`config.mk`:
```
export PLATFORM = sky130hd
export DESIGN_NAME = opb_register_ppc2simulink_sync
export DESIGN_NICKNAME = d
export VERILOG_FILES = /design/src/rtl/opb_register_ppc2simulink_sync.sv
export SDC_FILE = /design/constraint.sdc
export NUM_CORES = 1
export LEC_CHECK = 0
export BUFFER_PORTS_ARGS = -buffer_cell sky130_fd_sc_hd__buf_2
export CAP_MARGIN = 20
export CORE_ASPECT_RATIO = 0.5
export CORE_UTILIZATION = 39
export CTS_CLUSTER_DIAMETER = 40
export DETAILED_ROUTE_END_ITERATION = 12
export GPL_TIMING_DRIVEN = 0
export PLACE_DENSITY = 0.82
export SYNTH_ARGS = -nofsm -noshare
export SYNTH_HDL_FRONTEND = slang
export SYNTH_SLANG_ARGS = --single-unit
```
`constraint.sdc`:
```
create_clock -name OPB_Clk -period 2.04 [get_ports OPB_Clk]
set_input_delay 0.408 -clock OPB_Clk [delete_from_list [all_inputs] [get_ports OPB_Clk]]
set_output_delay 0.408 -clock OPB_Clk [all_outputs]
set_load 0.1 [all_outputs]
```
`src/rtl/opb_register_ppc2simulink_sync.sv`:
```
// Single-word OPB slave register driving a control word into fabric logic, with PPC readback.
// Latency: acknowledge, write data, update strobe and read data all land one cycle after the hit.
// Backpressure: none; it acks every hit once and then spends one cycle in ACK before the next.
module opb_register_ppc2simulink_sync #(
    parameter logic [31:0] C_BASEADDR    = 32'h01004200,
    parameter logic [31:0] C_HIGHADDR    = 32'h010042FF,
    parameter int          C_OPB_AWIDTH  = 32,
    parameter int          C_OPB_DWIDTH  = 32,
    parameter              C_FAMILY      = "virtex6",
    parameter logic [31:0] C_RESET_VALUE = 32'h00000000
) (
    input  logic                    OPB_Clk,
    input  logic                    OPB_Rst_n,
    input  logic [0:C_OPB_AWIDTH-1] OPB_ABus,
    input  logic [0:3]              OPB_BE,
    input  logic [0:C_OPB_DWIDTH-1] OPB_DBus,
    input  logic                    OPB_RNW,
    input  logic                    OPB_select,
    input  logic                    OPB_seqAddr,
    output logic [0:C_OPB_DWIDTH-1] Sl_DBus,
    output logic                    Sl_xferAck,
    output logic                    Sl_errAck,
    output logic                    Sl_retry,
    output logic                    Sl_toutSup,
    output logic [31:0]             user_data_out,
    output logic                    user_data_update
);

    localparam int unused_family_bits = $bits(C_FAMILY);

    typedef enum logic {IDLE, ACK} state_t;

    state_t                  state, state_nxt;
    logic [31:0]             ctrl_q, ctrl_nxt;
    logic [0:C_OPB_DWIDTH-1] rdat_nxt;
    logic                    hit, off0, take, wr_en, upd_nxt, ack_nxt;
    logic                    unused_seq;

    assign unused_seq = OPB_seqAddr;

    assign hit  = OPB_select && (OPB_ABus >= C_BASEADDR) && (OPB_ABus <= C_HIGHADDR);
    // Byte offset is ignored: any address within the first word maps to the register.
    assign off0 = ((OPB_ABus - C_BASEADDR) >> 2) == 32'd0;

    always_ff @(posedge OPB_Clk or negedge OPB_Rst_n) begin
        if (!OPB_Rst_n) begin
            state <= IDLE;
        end else begin
            state <= state_nxt;
        end
    end

    always_comb begin
        state_nxt = state;
        case (state)
            IDLE:    if (hit) state_nxt = ACK;
            ACK:     state_nxt = IDLE;
            default: state_nxt = IDLE;
        endcase
    end

    always_comb begin
        take     = (state == IDLE) && hit;
        wr_en    = take && !OPB_RNW && off0;
        upd_nxt  = wr_en && (|OPB_BE);
        ack_nxt  = take;
        rdat_nxt = (take && OPB_RNW && off0) ? ctrl_q : '0;
        ctrl_nxt = ctrl_q;
        // OPB lane 0 is the most significant byte of the user-side word.
        for (int k = 0; k < 4; k++) begin
            if (wr_en && OPB_BE[k]) begin
                ctrl_nxt[31-8*k -: 8] = OPB_DBus[8*k +: 8];
            end
        end
    end

    always_ff @(posedge OPB_Clk or negedge OPB_Rst_n) begin
        if (!OPB_Rst_n) begin
            ctrl_q           <= C_RESET_VALUE;
            Sl_xferAck       <= 1'b0;
            Sl_DBus          <= '0;
            user_data_update <= 1'b0;
        end else begin
            ctrl_q           <= ctrl_nxt;
            Sl_xferAck       <= ack_nxt;
            Sl_DBus          <= rdat_nxt;
            user_data_update <= upd_nxt;
        end
    end

    assign user_data_out = ctrl_q;
    assign Sl_errAck     = 1'b0;
    assign Sl_retry      = 1'b0;
    assign Sl_toutSup    = 1'b0;

endmodule

```
* Word level (Yosys, flattened, before mapping)
Index checks and enable logic that the tools add are counted.
** Operators by class
- Add/sub/neg operators :: 1
- Shift operators :: 0
- $lt $le $gt $ge :: 2
- Bitwise gates (word level) :: 1
- Multiplexer cells :: 3
- Multiply operators :: 0
- Div/mod/pow operators :: 0
- Reductions and logical operators :: 15
- Equality and inequality tests :: 0
** Operators with widths (count)
- greater-or-equal comparator 32 x 25 -> 1 bit, second input constant :: 1
- <= comparator 32 x 25 -> 1 bit, second input constant :: 1
- zero test 32 bit :: 1
- two-way mux 32 bit :: 1
- subtractor 32 x 25 -> 32 bit, second input constant :: 1
- logical AND 1 bit :: 12
- OR reduction 4 bit :: 1
- one-hot mux 1 bit (2 select lines) :: 1
- zero test 1 bit :: 1
- two-way mux 1 bit :: 1
- NOT 1 bit :: 1
** Storage, ports and cells
- Bits in writable memories :: 0
- Input bits :: 73
- ROM bits :: 0
- Bits in registers :: 67
- Output and inout bits :: 69
- Bits in latches :: 0
- Memories :: 0

* Longest topological paths before layout
Gate-level depths: netlist (run 1).
- Word-level depth :: 7
- Mapped depth :: 7
- Gate-level depth less buffers :: 6

* Worst setup path after synthesis (run 1)
No wires, ideal clock.
- Path type :: register to register
- From :: register Sl_xferAck (netlist name)
- To :: register ctrl_q[0] (netlist: user_data_out[0])
- Cell stages (with the launch flop) :: 5
- Slack :: -426 ps
- Clock period less this slack :: 2466 ps
- Arrival time :: 2341 ps
- Required time :: 1914 ps
- Library setup time :: 126 ps
- Cells stage by stage :: dfrtp_1 nor4b_1 nand3_2 nor4_4 mux2_2
** RTL lines
- to (signal assigned) :: RTL line 84 : ctrl_q <= ctrl_nxt;
- to (decl) :: RTL line 34 : logic [31:0] ctrl_q, ctrl_nxt;

* Worst setup path in the final report (run 1)
- From :: input OPB_ABus[21] in the netlist's numbering
- To :: register ctrl_q[3] (netlist: user_data_out[3])
** On the way
- Word-level cells in the longest chain between the ends :: 7
- Elaborated cells between the ends (all ways) :: 10
** Ends and longest elaborated chain
- from (decl) :: RTL line 14 : input logic [0:C_OPB_AWIDTH-1] OPB_ABus,
- parallel branches: the longest is 5 deep, another holds subtractor 32 x 25 -> 32 bit
- logical AND 1 bit * :: RTL line 64 : wr_en = take && !OPB_RNW && off0;
- logical AND 1 bit * :: RTL line 71 : if (wr_en && OPB_BE[k]) begin
Mark *: on every way between the ends.
A chain may end at the register's enable or synchronous reset.

==> reports/metrics.yaml, run 1 <==
run:
  cap_viol_max_count: 0
detailed_routing:
  dr.pass1.iters: 2
  drtIter0Drc: 43
  wl_mm: 5.77
  viasPerCell: 4.55
  wl_per_cell_um: 14.0
  antenna_left: 0
  drc: 0
  vias: 1870
die:
  die_y_um: 58.8
  rows: 20
  die_width_um: 116
  core_um2: 6130
  dieArea_um2: 6790
  ios: 142
  start_util_pct: 41.0
global_routing:
  grt_usage_pct: 18.6
  grt_max_degree: 43
  grt_overflow: 0
  first_global_vias: 1981
  antenna_found_initial: 0
  grt_pass1_wl_mm: 9.31
place:
  dpl.hpwl_mm: 4.41
  dp_cells: 392
  port_buffers: 135
  dpl-instance-area_um2: 3390
  place_congestion: 0.813
  place_ws_ns: -0.466
setup_path:
  start_kind: "primary input"
  ff2ff_path_depth: 5
  crit_fanout: 8
  endpoint_kind: "flip-flop"
  arrival_ns: 2.17
  path_class: "primary input to flip-flop"
  required_ns: 2.23
synth:
  synth.avg_cell_area_um2: 15.1
  ys_seq_area_share_pct: 65.7
  ys.flop_type: "dfrtp_1"
  syn_inst: 166
  netlist_area_um2: 2510
  yosysWarnings: 0
  synth.top_cells.by_count: "66 x dfrtp_1, 32 x and2_1, 32 x mux2_2"
  post-synth-top-count-cell: "dfrtp_1"
  async_reset_ff_share_pct: 100
  synth_top_area_share_pct: 65.7
  synth_edf_count: 0
  synth.area.top_cells: "dfrtp_1 66%, mux2_2 14%, and2_1 8.0%, nor4_4 3.4%, nor4b_1 1.0%"
  synth_seq_cells: 66
  synth_cell_types: 20
  synth_area_leader_cell: "dfrtp_1"
status:
  status: "finished clean"
clock_network:
  clock_sinks: 66
  cts_tree: "done"
  clock_latency_ns: 0.32
  h-tree-depth: 3
  cts_root_buffer: "clkbuf_16"
  cts_buffer_depth: 2
  cts_hold_buf: 0
  clkSlewWorstSetupHoldPaths_ns: 0.05
  numCtsBuffers: 9
timing:
  max_freq_mhz: 505
  maxSlewHeadroom_pct: 61.7
  worst_slack_ns: 0.0617
  final_max_slew_viol_count: 0
  tightest_slew_ns: 0.575
  rsz0062_at_grt: "yes"
  hold_viol: 0
  period_share_pct: 97.0
  clock-skew-final_ns: 0.00499
  setup_viol: 0
  fin_crit_ns: 1.98
layout:
  drive_gt1_share_pct: 64.1
  multi_input_area_um2: 918
  insertedDiodeCount: 0
  fillers: 491
  fin_area_um2: 3750
  final_nets: 394
  area_delta_synth_final_pct: 49.3
  regArea_um2: 1660
  fin_cells: 411
power:
  ir_drop_mv: 0.377
  p_leak_nw: 2.17
  power_density_nw_per_um2: 765
worst_hold_path:
  min_path_type: "primary input to async pin"
[final timing paths]
check                                  startpoint                 to  slack [ns]
worst min-delay path                    OPB_Rst_n  user_data_out[10]        0.09
worst max register to register         Sl_xferAck  user_data_out[21]        0.10
min in group OPB_Clk                  OPB_DBus[0]  user_data_out[31]        0.32
worst max-delay path                 OPB_ABus[21]   user_data_out[3]        0.06
max in group asynchronous               OPB_Rst_n  user_data_out[20]        1.34
worst min register to register  user_data_out[25]         Sl_DBus[6]        0.50
[placed cells by master (no fill, tap or decap)]
master	instances
nand4_4	2
clkbuf_1	1
clkbuf_16	9
buf_6	2
conb_1	3
nand2_1	4
dfrtp_4	1
nor4_1	1
mux2_2	32
clkinvlp_4	1
inv_1	3
o41ai_1	1
nor4b_4	2
and2_1	32
ha_1	1
nor4bb_2	1
dfrtp_1	65
buf_2	135
nor4b_2	1
nor3_1	1
buf_4	6
clkbuf_2	1
buf_1	1
xnor2_1	1
buf_12	1
clkbuf_8	3
nor4_2	3
nor2_1	2
clkinv_2	1
nor4_4	5
nand3_4	1
[metrics by stage]
step           util (%)  setup TNS, ns  power [mW]  hold WS, ns
4_1_cts            60.7              0        2.90       0.0984
3_5_place_dp       55.3         -26.76        1.49        0.434
6_report           61.2              0        2.87       0.0875
5_1_grt            61.2         -0.755        2.99        0.123
2_1_floorplan         -          -1.26        1.38        0.112
3_3_place_gp       55.0         -20.23        1.48        0.480
[what timing repair did]
action | CTS | global route
setup buffers | 4 | 1
setup endpoints to repair | 62 | 54
gates resized for setup | 2 | 7
pin swaps | 5 | 1
[report_power, final]
part	switching, mW	internal [mW]	total (mW)
combinational	0.0915	0.0678	0.159
sequential	0.00000000166	1.31	1.31
clock	0.494	0.904	1.40
total	0.585	2.28	2.87
[kinds of logic after synthesis]
family                   share of synthesized area [%]
AO/OA/AOI/OAI                                    0.349
buffers and inverters                             1.79
XOR/XNOR                                         0.349
multiplexers                                      14.3
adder cells (fa/ha/maj)                          0.498
other                                            0.149
AND/OR/NAND/NOR                                   16.8
flip-flops                                        65.7
[worst max-delay path, cell delays in order]
cell and delay, ns:
buf_2 0.10, inv_1 0.05, ha_1 0.27, nor4b_4 0.28
nand4_4 0.26, nor4_4 0.28, buf_6 0.18, mux2_2 0.34
[layer usage]
layer | track usage, % | wire length [µm] | vias to the layer above
met2 | 33.8 | 3100 | 53
met4 | 7.98 | 103 | 0
met5 | 0 | 0 | -
met3 | 6.08 | 253 | 12
met1 | 20.5 | 2310 | 933
li1 | - | - | 872
[flip-flops by register name, summed over array words and instances (netlist names)]
signal	cells
Sl_DBus	32
user_data_out	32
Sl_xferAck	1
user_data_update	1
[area by class of cell]
class                   count  share of cell area, %
clock inverters             2                  0.334
flip-flops and latches     66                   44.1
repair buffers            141                   19.8
plain buffers               6                  0.934
inverters                   3                  0.300
clock buffers              12                   7.11
well taps                  88                   2.94
multi-input cells          93                   24.5
(Power assumes the default switching activity.)
==> run 2, diff against run 1 <==
--- a/config.mk
+++ b/config.mk
@@ -5,14 +5,15 @@
 export SDC_FILE = /design/constraint.sdc
 export NUM_CORES = 1
 export LEC_CHECK = 0
+export ABC_AREA = 1
 export BUFFER_PORTS_ARGS = -buffer_cell sky130_fd_sc_hd__buf_2
 export CAP_MARGIN = 20
 export CORE_ASPECT_RATIO = 0.5
-export CORE_UTILIZATION = 39
+export CORE_UTILIZATION = 44
 export CTS_CLUSTER_DIAMETER = 40
 export DETAILED_ROUTE_END_ITERATION = 12
 export GPL_TIMING_DRIVEN = 0
-export PLACE_DENSITY = 0.82
+export PLACE_DENSITY = 0.84
 export SYNTH_ARGS = -nofsm -noshare
 export SYNTH_HDL_FRONTEND = slang
 export SYNTH_SLANG_ARGS = --single-unit
==> run 2 against run 1 <==
Effect of this change:
- register-to-register slack better by 0.04 ns
- critical path type unchanged
- area after synthesis grew 37%
- combinational power up 84%
- sequential power about the same
- highest routed layer unchanged
- largest cell class unchanged
- largest power group unchanged
==> reports/metrics.yaml, run 2 <==
status:
  status: "finished clean"
layout:
  fin_cells: 699
  final_nets: 661
  fillers: 612
  area_delta_synth_final_pct: 41.6
  drive_gt1_share_pct: 43.1
  final_cell_mix: "128 x buf_2, 110 x nand2_1, 65 x dfrtp_1"
  insertedDiodeCount: 0
  final_common_cell: "buf_2"
clock_network:
  h-tree-depth: 3
  numCtsBuffers: 9
  cts_buffer_depth: 2
  cts_tree: "done"
  clock_sinks: 66
  clkSlewWorstSetupHoldPaths_ns: 0.05
  cts_root_buffer: "clkbuf_16"
  clock_latency_ns: 0.33
timing:
  period_share_pct: 99.2
  fin_crit_ns: 2.02
  tightest_slew_ns: 0.808
  final_max_slew_viol_count: 0
  maxSlewHeadroom_pct: 46.2
  setup_tns_ns: 0
  setup_viol: 0
  clock-skew-final_ns: 0.00809
  rsz0062_at_grt: "yes"
  hold_viol: 0
  max_freq_mhz: 494
setup_path:
  path_class: "primary input to flip-flop"
  crit_end: "user_data_out[25]"
  ff2ff_path_depth: 9
  start_kind: "primary input"
  r2r-end: "user_data_out[24]"
  arrival_ns: 2.23
  reg2reg_slack_ns: 0.14
  crit_fanout: 8
  cp-startpoint: "OPB_ABus[22]"
  r2r_start: "Sl_xferAck"
  endpoint_kind: "flip-flop"
  required_ns: 2.25
synth:
  synth_seq_cells: 66
  ys_seq_area_share_pct: 47.9
  ys.flop_type: "dfrtp_1"
  yosysWarnings: 0
  synth_top_area_share_pct: 47.9
  synth.area.top_cells: "dfrtp_1 48%, nand2_1 14%, nor2_2 6.5%, nand4_1 6.0%, inv_1 5.9%"
  synth.top_cells.by_count: "125 x nand2_1, 66 x dfrtp_1, 54 x inv_1"
  post-synth-top-count-cell: "nand2_1"
  synth.avg_cell_area_um2: 7.96
  syn_inst: 433
  async_reset_ff_share_pct: 100
  synth_area_leader_cell: "dfrtp_1"
  synth_edf_count: 0
  netlist_area_um2: 3440
  synth_cell_types: 30
place:
  dp_cells: 673
  place_congestion: 0.863
  port_buffers: 130
  dpl.hpwl_mm: 6.46
power:
  power_density_nw_per_um2: 634
  ir_drop_mv: 0.369
  p_leak_nw: 2.63
die:
  start_util_pct: 46.2
  ios: 142
  die_y_um: 64.6
  core_um2: 7460
  die_width_um: 127
  dieArea_um2: 8210
  rows: 22
detailed_routing:
  antenna_left: 0
  viasPerCell: 4.84
  wl_mm: 9.58
  dr.pass1.iters: 5
  wl_per_cell_um: 13.7
  drtIter0Drc: 243
  vias: 3380
  drc: 0
global_routing:
  antenna_found_initial: 0
  grt_pass1_wl_mm: 14.9
  grt_overflow: 0
  grt_usage_pct: 23.4
  grt_max_degree: 67
  first_global_vias: 3220
run:
  cap_viol_max_count: 0
worst_hold_path:
  min_path_type: "primary input to async pin"
## run 2: changes by cell type after synthesis, moves of 6 or more
cell / change
nand2_1: +121
inv_1: +51
nor2_1: +39
nor2_2: +36
nand4_1: +33
mux2_2: -32
and2_1: -31
nand3_1: +19
nand2_2: +7
inv_2: +6
## run 2: cells by family (layout without fill, tap and decap cells)
family                     count (synthesis)  after routing  share of synthesized area (%)
AOI/OAI and AO/OA                          4              4                          0.581
xor gates and xnor gates                   1              1                          0.254
and+or+nand+nor                          283            283                           40.9
DFF                                       66             66                           47.9
buffers and inverters                     77            233                           9.84
other                                      1              3                          0.109
adders and majority gates                  1              1                          0.363
## run 2: worst max-delay path, cell delays in order
cell and delay [ns]:
buf_12 0.11, inv_12 0.04, ha_4 0.13, inv_2 0.04, nor2_4 0.08, nand2_2 0.07, nand2_4 0.10, nand2_1 0.05
nand2_1 0.07, nand2_1 0.06, nor2_1 0.08, nand3_1 0.12, nor2_4 0.17, nand2_2 0.08, nor2_4 0.10, buf_12 0.14
nand4_4 0.16, nand2_2 0.15, nand2_1 0.07
## run 2: layout make-up
| type | instances | area (µm²) | share of cell area [%] |
|---|---|---|---|
| Clock inverter | 3 | 40.0 | 0.821 |
| Inverter | 60 | 245 | 5.03 |
| Multi-Input combinational cell | 292 | 1610 | 33.0 |
| Timing Repair Buffer | 141 | 812 | 16.6 |
| Sequential cell | 66 | 1650 | 33.9 |
| Clock buffer | 12 | 246 | 5.05 |
| Tap cell | 108 | 135 | 2.77 |
| Buffer | 17 | 135 | 2.77 |
## run 2: what timing repair did
item	4_1_cts	5_1_grt
cloned	0	1
hold buffers	0	0
resized for setup	14	28
pin swaps	11	16
setup endpoints to repair	63	64
endpoints found under the hold margin	0	0
buffers inserted	5	5
## run 2: how the worst min path moves through the flow
stage / start / end / slack (ns) / cells past startpoint
2_1_floorplan: OPB_Rst_n / Sl_DBus[0] / 0.11 / 0
3_3_place_gp: user_data_out[21] / user_data_out[21] / 0.47 / 2
3_5_place_dp: user_data_out[31] / user_data_out[31] / 0.48 / 2
4_1_cts: OPB_Rst_n / user_data_out[26] / 0.20 / 1
5_1_grt: OPB_Rst_n / Sl_DBus[5] / 0.26 / 1
6_report: OPB_Rst_n / Sl_DBus[5] / 0.17 / 1
## run 2: per-stage QoR
step	hold slack [ns]	power, mW	setup slack [ns]	utilization [%]	instance area, µm²
after floorplan	0.112	1.47	0.00140	-	3510
after global placement	0.472	1.59	-0.406	57.6	4300
after detailed placement	0.479	1.60	-0.462	57.6	4300
after CTS	0.199	3.08	-0.00740	62.9	4690
after global routing	0.262	3.20	-0.136	65.4	4880
final	0.166	3.09	0.0162	65.4	4880
## run 2: power breakdown
part	leakage, nW	internal (mW)	switching [mW]
Combinational	1.57	0.105	0.189
Sequential	0.921	1.31	0.000000000776
Clock	0.142	0.967	0.522
## run 2: layer usage
layer,routed length [µm],GRT usage [%],vias to the layer above
met5,0,0,-
met4,245,9.82,0
met3,425,5.04,23
met2,4900,40.9,116
met1,4010,28.3,1592
li1,-,-,1649
==> run 3, diff against run 2 <==
--- a/config.mk
+++ b/config.mk
@@ -14,6 +14,7 @@
 export DETAILED_ROUTE_END_ITERATION = 12
 export GPL_TIMING_DRIVEN = 0
 export PLACE_DENSITY = 0.84
+export SETUP_SLACK_MARGIN = 0.15
 export SYNTH_ARGS = -nofsm -noshare
 export SYNTH_HDL_FRONTEND = slang
 export SYNTH_SLANG_ARGS = --single-unit
==> run 3 against run 2 <==
Effect of this change:
- sequential share of layout area is 0.26 points higher
- combinational power hardly changed
- critical endpoint is now user_data_out[2]
- wire length is 8.8% lower
- final cell count stayed put
- the run now ends with negative setup slack left
==> reports/metrics.yaml, run 3 (synthesized netlist as in run 2, its figures left out) <==
status:
  status: "complete, but fails checks"
  violations: "negative setup slack"
clock_network:
  numCtsBuffers: 9
  cts_buffer_depth: 2
  clock_sinks: 66
  cts_hold_buf: 0
  h-tree-depth: 3
  clock_latency_ns: 0.33
  clkSlewWorstSetupHoldPaths_ns: 0.05
  cts_tree: "done"
  cts_root_buffer: "clkbuf_16"
setup_path:
  cpLargestDelayFamily: "simple AND/OR/NAND/NOR gates"
  arrival_ns: 2.30
  path_class: "primary input to flip-flop"
  worstPathBufferInverterCount: 5
  cp_slowest_stage_delay_ns: 0.25
  path_common_cell: "nor2_4"
  crit_fanout: 8
  critical_path.slowest_cell: "nor2_4"
  required_ns: 2.25
  endpoint_kind: "flip-flop"
  crit_chain: "buf_12 > inv_16 > ha_4 > inv_2 > nor2_4 > nand2_2 > nand2_4 > buf_4 > nand4_1 > nand3_1 > nand3_2 > nor2_4 > inv_2 > nor2_4 > nand4_4 > nand2_2 > nand2_1"
  start_kind: "primary input"
timing:
  hold_viol: 0
  final_max_slew_viol_count: 0
  tightest_slew_ns: 0.810
  rsz0062_at_grt: "yes"
  worst_slack_ns: -0.0471
  setup_tns_ns: -0.442
  setup_viol: 21
  fin_crit_ns: 2.09
  max_freq_mhz: 479
  maxSlewHeadroom_pct: 46.0
  period_share_pct: 102
  timing.hold.ws_ns: 0.179
  clock-skew-final_ns: 0.00396
power:
  power_density_nw_per_um2: 637
  p_switching_uw: 702
  p_int_mw: 2.38
  seqPwrFrac_pct: 42.5
  power_frac_clock_pct: 48.1
  ir_drop_mv: 0.390
  netSwitchingFraction_pct: 22.8
  p_leak_nw: 2.62
  p_comb_share_pct: 9.4
detailed_routing:
  viasPerCell: 4.71
  drtIter0Drc: 190
  antenna_left: 0
  wl_mm: 8.74
  wl_per_cell_um: 12.5
  drc: 0
  vias: 3294
  dr.pass1.iters: 4
global_routing:
  grt_overflow: 0
  grt_max_degree: 67
  antenna_found_initial: 0
  grt_usage_pct: 22.8
  first_global_vias: 3165
  grt_pass1_wl_mm: 14.6
die:
  die_y_um: 64.6
  rows: 22
  ios: 142
  dieArea_um2: 8210
  start_util_pct: 46.2
  core_um2: 7460
  die_width_um: 127
layout:
  fillers: 629
  area_delta_synth_final_pct: 40.5
  fin_cells: 699
  final_cell_mix: "128 x buf_2, 105 x nand2_1, 65 x dfrtp_1"
  insertedDiodeCount: 0
  final_nets: 661
  final_common_cell: "buf_2"
  drive_gt1_share_pct: 44.0
place:
  dpl.hpwl_mm: 6.36
  dp_cells: 673
  place_congestion: 0.864
  port_buffers: 130
worst_hold_path:
  min_path_type: "primary input to async pin"
run:
  cap_viol_max_count: 0
-- run 3: cell types whose count changed in the layout (fill, tap and decap cells not counted), sizes merged --
cell,change
buf,+1
clkbuf,-1
-- run 3: power by group through the flow --
stage | sequential, mW | clock, mW | combinational, mW
after detailed placement | 1.33 | 0 | 0.266
after global routing | 1.31 | 1.55 | 0.323
final | 1.31 | 1.48 | 0.291
after floorplan | 1.33 | 0 | 0.137
after global placement | 1.33 | 0 | 0.262
after CTS | 1.31 | 1.49 | 0.283
-- run 3: final cells by class --
| type | count | area, µm² | area share [%] |
|---|---|---|---|
| sequential | 66 | 1650 | 34.1 |
| multi-input combinational | 292 | 1610 | 33.2 |
| timing repair buffer | 141 | 777 | 16.1 |
| inverter | 60 | 254 | 5.25 |
| clock buffer | 12 | 246 | 5.09 |
| tap | 108 | 135 | 2.79 |
| buffer | 17 | 129 | 2.66 |
| clock inverter | 3 | 40.0 | 0.827 |
-- run 3: metrics by stage --
stage	power [mW]	util [%]	worst slack, ns	instance area (µm²)
2_1_floorplan	1.47	-	0.00286	3520
3_3_place_gp	1.59	57.8	-0.438	4310
3_5_place_dp	1.60	57.8	-0.476	4310
4_1_cts	3.09	63.5	-0.0703	4740
5_1_grt	3.18	64.9	-0.183	4840
6_report	3.08	64.9	-0.0471	4840
-- run 3: routing by layer --
| layer | wire (µm) | share of wire [%] | GRT usage, % | vias up |
|---|---|---|---|---|
| met5 | 0 | 0 | 0 | - |
| met4 | 226 | 2.6 | 8.33 | 0 |
| met3 | 402 | 4.6 | 5.20 | 24 |
| met2 | 4310 | 49 | 39.6 | 94 |
| met1 | 3800 | 43 | 28.1 | 1519 |
| li1 | - | - | - | 1657 |
-- run 3: worst paths after layout --
kind | from | to | slack, ns | cells after the start
setup / recovery | OPB_ABus[22] | user_data_out[2] | -0.05 | 17
hold / removal | OPB_Rst_n | user_data_out[19] | 0.18 | 1
setup reg to reg | Sl_xferAck | user_data_out[31] | 0.19 | 9
hold reg to reg | user_data_out[13] | user_data_out[13] | 0.50 | 2
max in group asynchronous | OPB_Rst_n | Sl_xferAck | 1.29 | 1
min in group OPB_Clk | OPB_DBus[17] | user_data_out[14] | 0.33 | 3
-- run 3: worst register-to-register path, cell delays in order (launching register included) --
cell and delay, ns:
dfrtp_2 0.40, nor2_1 0.10, nand3b_1 0.09, nor4_1 0.18
nand3_1 0.19, nor2_4 0.16, buf_12 0.15, clkbuf_2 0.25
nand4_1 0.15, nand2_1 0.11
-- run 3: timing repair --
action                     4_1_cts  5_1_grt
setup endpoints to repair       65       65
cloned                           1        0
setup buffers                    8        2
resized for setup               20       25
pin swaps                       18       22
